**config.mk**
```make
export PLATFORM = sky130hd
export DESIGN_NAME = spi_reg_ctrl
export DESIGN_NICKNAME = d
export VERILOG_FILES = /design/src/rtl/spi_reg_ctrl.sv
export SDC_FILE = /design/constraint.sdc
export NUM_CORES = 1
export LEC_CHECK = 0
export CORE_AREA = 2 2 88 73
export DETAILED_ROUTE_END_ITERATION = 8
export DIE_AREA = 0 0 90 75
export HOLD_SLACK_MARGIN = 0.08
export PLACE_DENSITY = 0.81
export SYNTH_ARGS = -nofsm -noshare
export SYNTH_HDL_FRONTEND = slang
export SYNTH_SLANG_ARGS = --single-unit
```
**constraint.sdc**
```tcl
create_clock -name i_Clk -period 2.2 [get_ports i_Clk]
set_clock_uncertainty 0.2 [all_clocks]
set_input_delay 0.66 -clock i_Clk [delete_from_list [all_inputs] [get_ports i_Clk]]
set_output_delay 0.66 -clock i_Clk [all_outputs]
set_load 0.02 [all_outputs]
```
**src/rtl/spi_reg_ctrl.sv**
```systemverilog
// spi_reg_ctrl: bridges an SPI slave byte stream onto a simple register bus.
// First byte after CS falls is a command: bit7=1 read, bit7=0 write, [6:0] start
// address; following bytes are write data (or dummy bytes for reads), address
// auto-increments modulo 128 after every access, completed or timed out.
// Ports: i_Clk/i_Rst clock and async active-high reset; i_SPI_CS_n raw chip select;
// i_RX_DV/i_RX_Byte received byte; o_TX_DV/o_TX_Byte next MISO byte load;
// o_Reg_Wr/o_Reg_Rd/o_Reg_Addr/o_Reg_WData/i_Reg_RData/i_Reg_Ack register bus;
// o_Busy not idle; o_Err_Cnt saturating timeout/overrun count.
module spi_reg_ctrl #(
  parameter logic [7:0] STATUS_BYTE = 8'hA5,
  parameter int         TIMEOUT     = 16
) (
  input  logic       i_Clk,
  input  logic       i_Rst,
  input  logic       i_SPI_CS_n,
  input  logic       i_RX_DV,
  input  logic [7:0] i_RX_Byte,
  output logic       o_TX_DV,
  output logic [7:0] o_TX_Byte,
  output logic       o_Reg_Wr,
  output logic       o_Reg_Rd,
  output logic [6:0] o_Reg_Addr,
  output logic [7:0] o_Reg_WData,
  input  logic [7:0] i_Reg_RData,
  input  logic       i_Reg_Ack,
  output logic       o_Busy,
  output logic [7:0] o_Err_Cnt
);
  typedef enum logic [2:0] {IDLE, CMD, WR_DATA, WR_BUS, RD_BUS, RD_DATA} state_t;
  localparam logic [7:0] TMO_LAST = 8'(TIMEOUT - 1);
  state_t     state_q, state_d;
  logic       cs_meta_q, cs_s_q, cs_prev_q;
  logic       tx_dv_q, tx_dv_d, wr_q, wr_d, rd_q, rd_d, err_inc;
  logic [7:0] tx_byte_q, tx_byte_d, wdata_q, wdata_d, err_q, err_d, tmo_q, tmo_d;
  logic [6:0] addr_q, addr_d;
  wire        cs_fall = cs_prev_q && !cs_s_q;
  wire        tmo_hit = tmo_q == TMO_LAST;
  always_ff @(posedge i_Clk or posedge i_Rst)
    if (i_Rst) begin
      state_q   <= IDLE;
      cs_meta_q <= 1'b1;
      cs_s_q    <= 1'b1;
      cs_prev_q <= 1'b1;
      tx_dv_q   <= 1'b0;
      tx_byte_q <= 8'h00;
      wr_q      <= 1'b0;
      rd_q      <= 1'b0;
      addr_q    <= 7'h00;
      wdata_q   <= 8'h00;
      err_q     <= 8'h00;
      tmo_q     <= 8'h00;
    end else begin
      state_q   <= state_d;
      cs_meta_q <= i_SPI_CS_n;
      cs_s_q    <= cs_meta_q;
      cs_prev_q <= cs_s_q;
      tx_dv_q   <= tx_dv_d;
      tx_byte_q <= tx_byte_d;
      wr_q      <= wr_d;
      rd_q      <= rd_d;
      addr_q    <= addr_d;
      wdata_q   <= wdata_d;
      err_q     <= err_d;
      tmo_q     <= tmo_d;
    end
  always_comb begin
    state_d   = state_q;
    tx_dv_d   = 1'b0;
    tx_byte_d = tx_byte_q;
    wr_d      = wr_q;
    rd_d      = rd_q;
    addr_d    = addr_q;
    wdata_d   = wdata_q;
    tmo_d     = tmo_q;
    err_inc   = 1'b0;
    // CS deselect aborts silently and outranks any ack or byte in the same cycle
    if (state_q != IDLE && cs_s_q) begin
      state_d = IDLE;
      wr_d    = 1'b0;
      rd_d    = 1'b0;
    end else
      case (state_q)
        IDLE: if (cs_fall) begin
          tx_dv_d   = 1'b1;
          tx_byte_d = STATUS_BYTE;
          state_d   = CMD;
        end
        CMD: if (i_RX_DV) begin
          addr_d  = i_RX_Byte[6:0];
          state_d = i_RX_Byte[7] ? RD_BUS : WR_DATA;
          rd_d    = i_RX_Byte[7];
          tmo_d   = 8'h00;
        end
        WR_DATA: if (i_RX_DV) begin
          wdata_d = i_RX_Byte;
          wr_d    = 1'b1;
          tmo_d   = 8'h00;
          state_d = WR_BUS;
        end
        WR_BUS: begin
          err_inc = i_RX_DV;
          if (i_Reg_Ack || tmo_hit) begin
            wr_d    = 1'b0;
            addr_d  = addr_q + 7'd1;
            state_d = WR_DATA;
            err_inc = i_RX_DV || !i_Reg_Ack;
          end else
            tmo_d = tmo_q + 8'd1;
        end
        RD_BUS: begin
          err_inc = i_RX_DV;
          if (i_Reg_Ack || tmo_hit) begin
            rd_d      = 1'b0;
            tx_dv_d   = 1'b1;
            tx_byte_d = i_Reg_Ack ? i_Reg_RData : 8'hFF;
            addr_d    = addr_q + 7'd1;
            state_d   = RD_DATA;
            err_inc   = i_RX_DV || !i_Reg_Ack;
          end else
            tmo_d = tmo_q + 8'd1;
        end
        RD_DATA: if (i_RX_DV) begin
          rd_d    = 1'b1;
          tmo_d   = 8'h00;
          state_d = RD_BUS;
        end
        default: state_d = IDLE;
      endcase
    err_d = (err_inc && err_q != 8'hFF) ? err_q + 8'd1 : err_q;
  end
  assign o_TX_DV     = tx_dv_q;
  assign o_TX_Byte   = tx_byte_q;
  assign o_Reg_Wr    = wr_q;
  assign o_Reg_Rd    = rd_q;
  assign o_Reg_Addr  = addr_q;
  assign o_Reg_WData = wdata_q;
  assign o_Busy      = state_q != IDLE;
  assign o_Err_Cnt   = err_q;
endmodule

```
==> flow_summary.yaml, run 1 <==
run_status:
  status: "finished, violations left"
  violations: "negative setup slack"
pwr:
  clkPwrFrac_pct: 15.3
  switching_share_pct: 38.36
  p_leak_nw: 1.624
  p_per_area_nw_per_um2: 995.2
  combPwrFrac_pct: 48.2
  ir_drop_mv: 0.5960
  p_sw_w: 0.001416
  p_int_w: 0.002276
  pwr-share-seq_pct: 36.6
min_path:
  hold_class: "reg -> reg"
routing:
  wl_um: 6710
  drt-wirelength-per-cell_um: 16.13
  vias: 2301
  drtPass1Iterations: 4
  ant_nets: 0
  vias_per_cell: 5.531
  drt_iter0_drc: 166
  drc: 0
worst_setup_path:
  worstPathCellList: "buf_6, or3b_4, buf_6, o31a_1, nor3_4, mux2_4"
  cp.arrival_ns: 2.23
  cp-endpoint: "o_Reg_Addr[1]"
  slowest_delay_ns: 0.43
  r2r_end: "o_Reg_Addr[1]"
  worstSetupPathType: "reg -> reg"
  critical_path_cell_count: 6
  r2r_slack_ns: -0.03
  r2r_start: "state_q[0]"
  rr_worst_depth: 6
  cpMostUsedCell: "buf_6"
  critPathRequiredTime_ns: 2.20
  crit_family: "simple AND/OR/NAND/NOR gates"
  critPathLaunchType: "flop"
  crit_buf_inv: 2
  worst-path-max-fanout: 10
  endpoint_kind: "flop"
  cp-startpoint: "state_q[0]"
  cp_slowest_cell: "or3b_4"
final_layout:
  drive_gt1_share_pct: 25.97
  fin_cells: 416
  fin_area_um2: 3710
  finalNetCount: 358
  antenna_cells: 0
  syn_to_final_growth_pct: 42.34
clock_network:
  clkSlewWorstSetupHoldPaths_ns: 0.10
  cts_hold_buf: 0
  clock-sinks: 48
  htreeDepth: 2
  numCtsBuffers: 5
  cts_tree: "yes"
  clockBufferDepth: 2
  clock_latency_ns: 0.31
  cts-root-buf: "clkbuf_8"
timing:
  relSlewSlack_pct: 66.49
  tightest_slew_ns: 0.5008
  rsz0062_at_grt: "true"
  hold_viol_final: 0
  finalCritPeriodShare_pct: 101.3
  finalSetupTns_ns: -0.04523
  setup_ws_ns: -0.02812
  drv_slew: 0
  setup_viol: 2
  max_clock_freq_mhz: 448.8
  fin_crit_ns: 2.228
floorplan:
  core_area_um2: 5818
  start_util_pct: 44.80
  fp.dieW_um: 90
  row_count: 25
  io_pins: 56
  dieArea_um2: 6750
  die_h_um: 75
placed_design:
  portBuffers: 55
  dp.cells: 405
  dp_hpwl_um: 4831
  placed_area_um2: 3506
  gp_congestion: 0.9205
synth:
  ys.flop_type: "dfrtp_1"
  postSynthAreaPerCell_um2: 10.64
  synth.cell_area_um2: 2606
  syn_nets: 269
  ys_seq_area_share_pct: 46.23
  synth_seq_cells: 48
  synth_cells: 245
  synth_edf_count: 0
  ys_async_sr_fraction_pct: 100.0
  ys_warn_count: 0
  synthDistinctLibCells: 62
grt:
  grt_pass1_vias: 2222
  track_usage_pct: 19.76
  grt_overflow: 0
  grt_pass1_wl_um: 10740
  antenna_found_initial: 0
  grt_max_degree: 25
job:
  max-cap-violations: 0
-- state kept, by name, summed over array words and instances, names as in the netlist --
name         count
o_Err_Cnt        8
o_Reg_Wr         1
o_Reg_Addr       7
o_Reg_WData      8
cs_s_q           1
state_q          3
cs_meta_q        1
o_TX_DV          1
o_TX_Byte        8
o_Reg_Rd         1
tmo_q            8
cs_prev_q        1
-- routing by layer --
layer / routed length, um / share of wire, % / track usage [%] / up-vias
met4: 48 / 0.72 / 4.957 / 0
met5: 0 / 0 / 0 / -
met1: 3034 / 45 / 27.48 / 1104
met3: 413 / 6.2 / 4.304 / 6
met2: 3214 / 48 / 32.25 / 81
li1: - / - / - / 1110
-- final cells by class --
cell class / instances / area, um2
multi-input cells: 175 / 1364
clock inverters: 2 / 13.76
fillers: 488 / 2108
flip-flops and latches: 48 / 1205
well taps: 81 / 101.3
inverters: 11 / 41.29
repair buffers: 93 / 902.1
clock buffers: 6 / 82.58
-- cells in the final DEF (no fill, tap or decap), drive strengths merged, types with 5 or more instances in the layout --
cell type	count
nor2	18
nand2	9
mux2	18
o2bb2ai	5
dlygate4sd2	8
a2bb2oi	7
nand3	10
dlymetal6s2s	9
a21oi	7
clkdlybuf4s50	37
buf	39
nand4	6
inv	12
dfrtp	45
o311ai	6
nor4	6
mux2i	5
o21ai	9
clkbuf	6
xor2	7
-- worst min path at each step --
stage / startpoint / end / slack (ns) / cells after the start
2_1_floorplan: cs_meta_q / cs_s_q / 0.15 / 0
3_3_place_gp: cs_meta_q / cs_s_q / 0.15 / 0
3_5_place_dp: cs_meta_q / cs_s_q / 0.15 / 0
4_1_cts: cs_meta_q / cs_s_q / 0.16 / 0
5_1_grt: cs_meta_q / cs_s_q / 0.17 / 0
6_report: cs_meta_q / cs_s_q / 0.16 / 0
-- cell usage after synthesis (6+ instances only) --
master     instances  area share, %
nand2_1            8            1.2
nand3_1           10            1.9
xor2_1             7            2.4
o21ai_0            6            1.2
a21oi_1            7            1.3
inv_1             10            1.4
dfrtp_1           45             43
mux2_2            14            6.0
nand4_1            6            1.4
clkbuf_1           6           0.86
a2bb2oi_1          7            2.4
nor2_1            18            2.6
-- worst reg2reg max path, stage by stage (launching register included) --
cell and delay (ns):
dfrtp_1 0.41, buf_6 0.15, or3b_4 0.43, buf_6 0.14, o31a_1 0.21, nor3_4 0.26
mux2_4 0.32
-- kinds of logic after synthesis --
logic type | after synthesis | share of synthesized area, %
mux | 23 | 9.697
simple gates | 78 | 17.33
buf+inv | 22 | 3.600
xor+xnor | 7 | 2.352
flops | 48 | 46.23
compound gates | 64 | 19.35
fa+ha+maj | 3 | 1.440
-- power by group through the flow --
stage / clock [W] / sequential [W] / combinational, W
floorplan: 0 / 0.00159 / 0.000686
global placement: 0 / 0.00135 / 0.00169
global route: 0.000624 / 0.00139 / 0.00189
detailed placement: 0 / 0.00137 / 0.00173
finish: 0.000563 / 0.00135 / 0.00178
CTS: 0.000572 / 0.00135 / 0.00170
-- what timing repair did --
action,4_1_cts,5_1_grt
endpoints found under the setup margin,11,26
gates resized for setup,16,26
buffers inserted,0,3
pin swaps,0,4
-- stage by stage --
| stage | util (%) | total power [W] | worst slack, ns | hold WS (ns) |
|---|---|---|---|---|
| after floorplan | - | 0.002277 | 0.07974 | 0.1452 |
| after CTS | 61.83 | 0.003621 | -0.008233 | 0.1645 |
| after global placement | 60.26 | 0.003040 | -0.1853 | 0.1455 |
| final | 63.76 | 0.003692 | -0.02812 | 0.1645 |
| after global routing | 63.76 | 0.003901 | -0.08712 | 0.1745 |
| after detailed placement | 60.26 | 0.003095 | -0.3602 | 0.1505 |
No activity file was read; power rests on OpenSTA's default activity.
==> run 2: changes to the inputs <==
- SETUP_SLACK_MARGIN: default -> 0.1
- TNS_END_PERCENT: default -> 50
==> run 2 against run 1 <==
Net effect:
- the flow still finishes with violations (negative setup slack)
- non-clock buffer count increased by 5
- combinational power about the same
- clock power decreased by 2%
- core utilization increased by 2.9 points
- largest cell class unchanged
- sequential share of layout area decreased by 1.4 points
- flip-flop and latch count unchanged
- fmax increased by 1.2%
- setup slack improved by 0.027 ns
- die area unchanged
- sequential power about the same
==> flow_summary.yaml, run 2 (same netlist as run 1, synthesis figures left out) <==
timing:
  tightest_slew_ns: 0.5746
  finalSetupTns_ns: -0.0009914
  relSlewSlack_pct: 61.65
  finalCritPeriodShare_pct: 100.0
  setup_viol: 1
  hold_viol_final: 0
  hold_ws_ns: 0.1597
  fin_crit_ns: 2.201
  drv_slew: 0
  setup_ws_ns: -0.0009914
  rsz0062_at_grt: "true"
  max_clock_freq_mhz: 454.3
floorplan:
  fp.dieW_um: 90
  row_count: 25
  core_area_um2: 5818
  dieArea_um2: 6750
  die_h_um: 75
  io_pins: 56
  start_util_pct: 44.80
routing:
  drc: 0
  drt_iter0_drc: 130
  vias_per_cell: 5.705
  drt-wirelength-per-cell_um: 16.55
  ant_nets: 0
  vias: 2402
  wl_um: 6967
  drtPass1Iterations: 4
run_status:
  status: "finished, violations left"
  violations: "negative setup slack"
pwr:
  finalPower_w: 0.003712
  p_leak_nw: 1.681
  ir_drop_mv: 0.4874
  p_per_area_nw_per_um2: 957.8
grt:
  antenna_found_initial: 0
  grt_max_degree: 49
  track_usage_pct: 19.23
  grt_overflow: 0
  grt_pass1_wl_um: 10610
  grt_pass1_vias: 2187
worst_setup_path:
  worst-path-max-fanout: 8
  critPathRequiredTime_ns: 2.19
  r2r_end: "o_Reg_Addr[1]"
  endpoint_kind: "flop"
  r2r_start: "state_q[0]"
  worstSetupPathType: "reg -> reg"
  critPathLaunchType: "flop"
  rr_worst_depth: 6
  cp.arrival_ns: 2.19
  r2r_slack_ns: -0.001
final_layout:
  multiInputGateArea_um2: 1525
  layout_commonest_cell: "dfrtp_1"
  drive_gt1_share_pct: 32.94
  fin_cells: 421
  finalNetCount: 363
  register_area_um2: 1205
  antenna_cells: 0
  fillers: 451
  syn_to_final_growth_pct: 48.73
  final_cell_mix: "dfrtp_1, buf_4, dlygate4sd2_1"
clock_network:
  clockBufferDepth: 2
  cts-root-buf: "clkbuf_8"
  clock_latency_ns: 0.30
  cts_tree: "yes"
  htreeDepth: 2
  clkSlewWorstSetupHoldPaths_ns: 0.09
  clock-sinks: 48
  cts_hold_buf: 0
  numCtsBuffers: 5
job:
  max-cap-violations: 0
min_path:
  min-delay-start: "cs_meta_q"
  hold_class: "reg -> reg"
  min_to: "cs_s_q"
  hold_depth: 0
placed_design:
  dp.cells: 405
  portBuffers: 55
  gp_congestion: 0.9153
  dp_hpwl_um: 4711
  post-place-ws_ns: -0.3503
==> run 2: cell types whose count changed in the layout (fill, tap and decap cells not counted), sizes merged <==
cell	change
dlygate4sd2	+26
buf	+4
clkbuf	+1
dlymetal6s2s	-7
clkdlybuf4s50	-19
==> run 2: area by class of cell <==
class                           instances  share of cell area (%)
Inverter                               11                   1.065
Clock buffer                            6                   2.130
Timing Repair Buffer                   98                   23.40
Tap cell                               81                   2.615
Multi-Input combinational cell        175                   39.35
Clock inverter                          2                  0.3551
Sequential cell                        48                   31.08
==> run 2: worst max-delay path by stage <==
stage	start	endpoint	slack, ns	cells after the start
after global placement	i_Reg_Ack	o_Reg_Addr[3]	-0.20	6
after detailed placement	i_Reg_Ack	o_Reg_Addr[4]	-0.35	6
after CTS	state_q[2]	o_Busy	0.05	2
final	state_q[0]	o_Reg_Addr[1]	-0.001	6
after floorplan	state_q[0]	tmo_q[0]	0.08	7
after global routing	state_q[0]	o_Reg_Addr[1]	-0.03	6
==> run 2: metrics by stage <==
step	util, %	cell area, um2
floorplan	-	2606
global placement	60.26	3506
detailed placement	60.26	3506
CTS	62.02	3608
global route	66.62	3876
finish	66.62	3876
==> run 2: worst max-delay path, stage by stage, from the launching register on <==
cell and delay, ns:
dfrtp_1 0.41, buf_6 0.14, or3b_4 0.39, a221oi_4 0.43, buf_12 0.18, nor3_4 0.04, mux2_4 0.29
==> run 2: routing by layer <==
layer / up-vias / part of all wire [%] / track usage [%] / wire [um]
met5: - / 0 / 0 / 0
met4: 0 / 1.0 / 4.274 / 72
met3: 10 / 5.0 / 4.104 / 350
met2: 71 / 48 / 31.08 / 3320
met1: 1199 / 46 / 27.24 / 3224
li1: 1122 / - / - / -
==> run 2: power breakdown <==
part | internal [W] | switching, W
combinational | 0.000873 | 0.000933
clock | 0.000257 | 0.000297
sequential | 0.00113 | 0.000225
total | 0.00226 | 0.00145
==> run 2: repair_timing <==
item,CTS,global route
gates cloned,0,1
endpoints found under the setup margin,46,36
gates resized for setup,54,40
pin swaps,1,10
buffers inserted,0,7
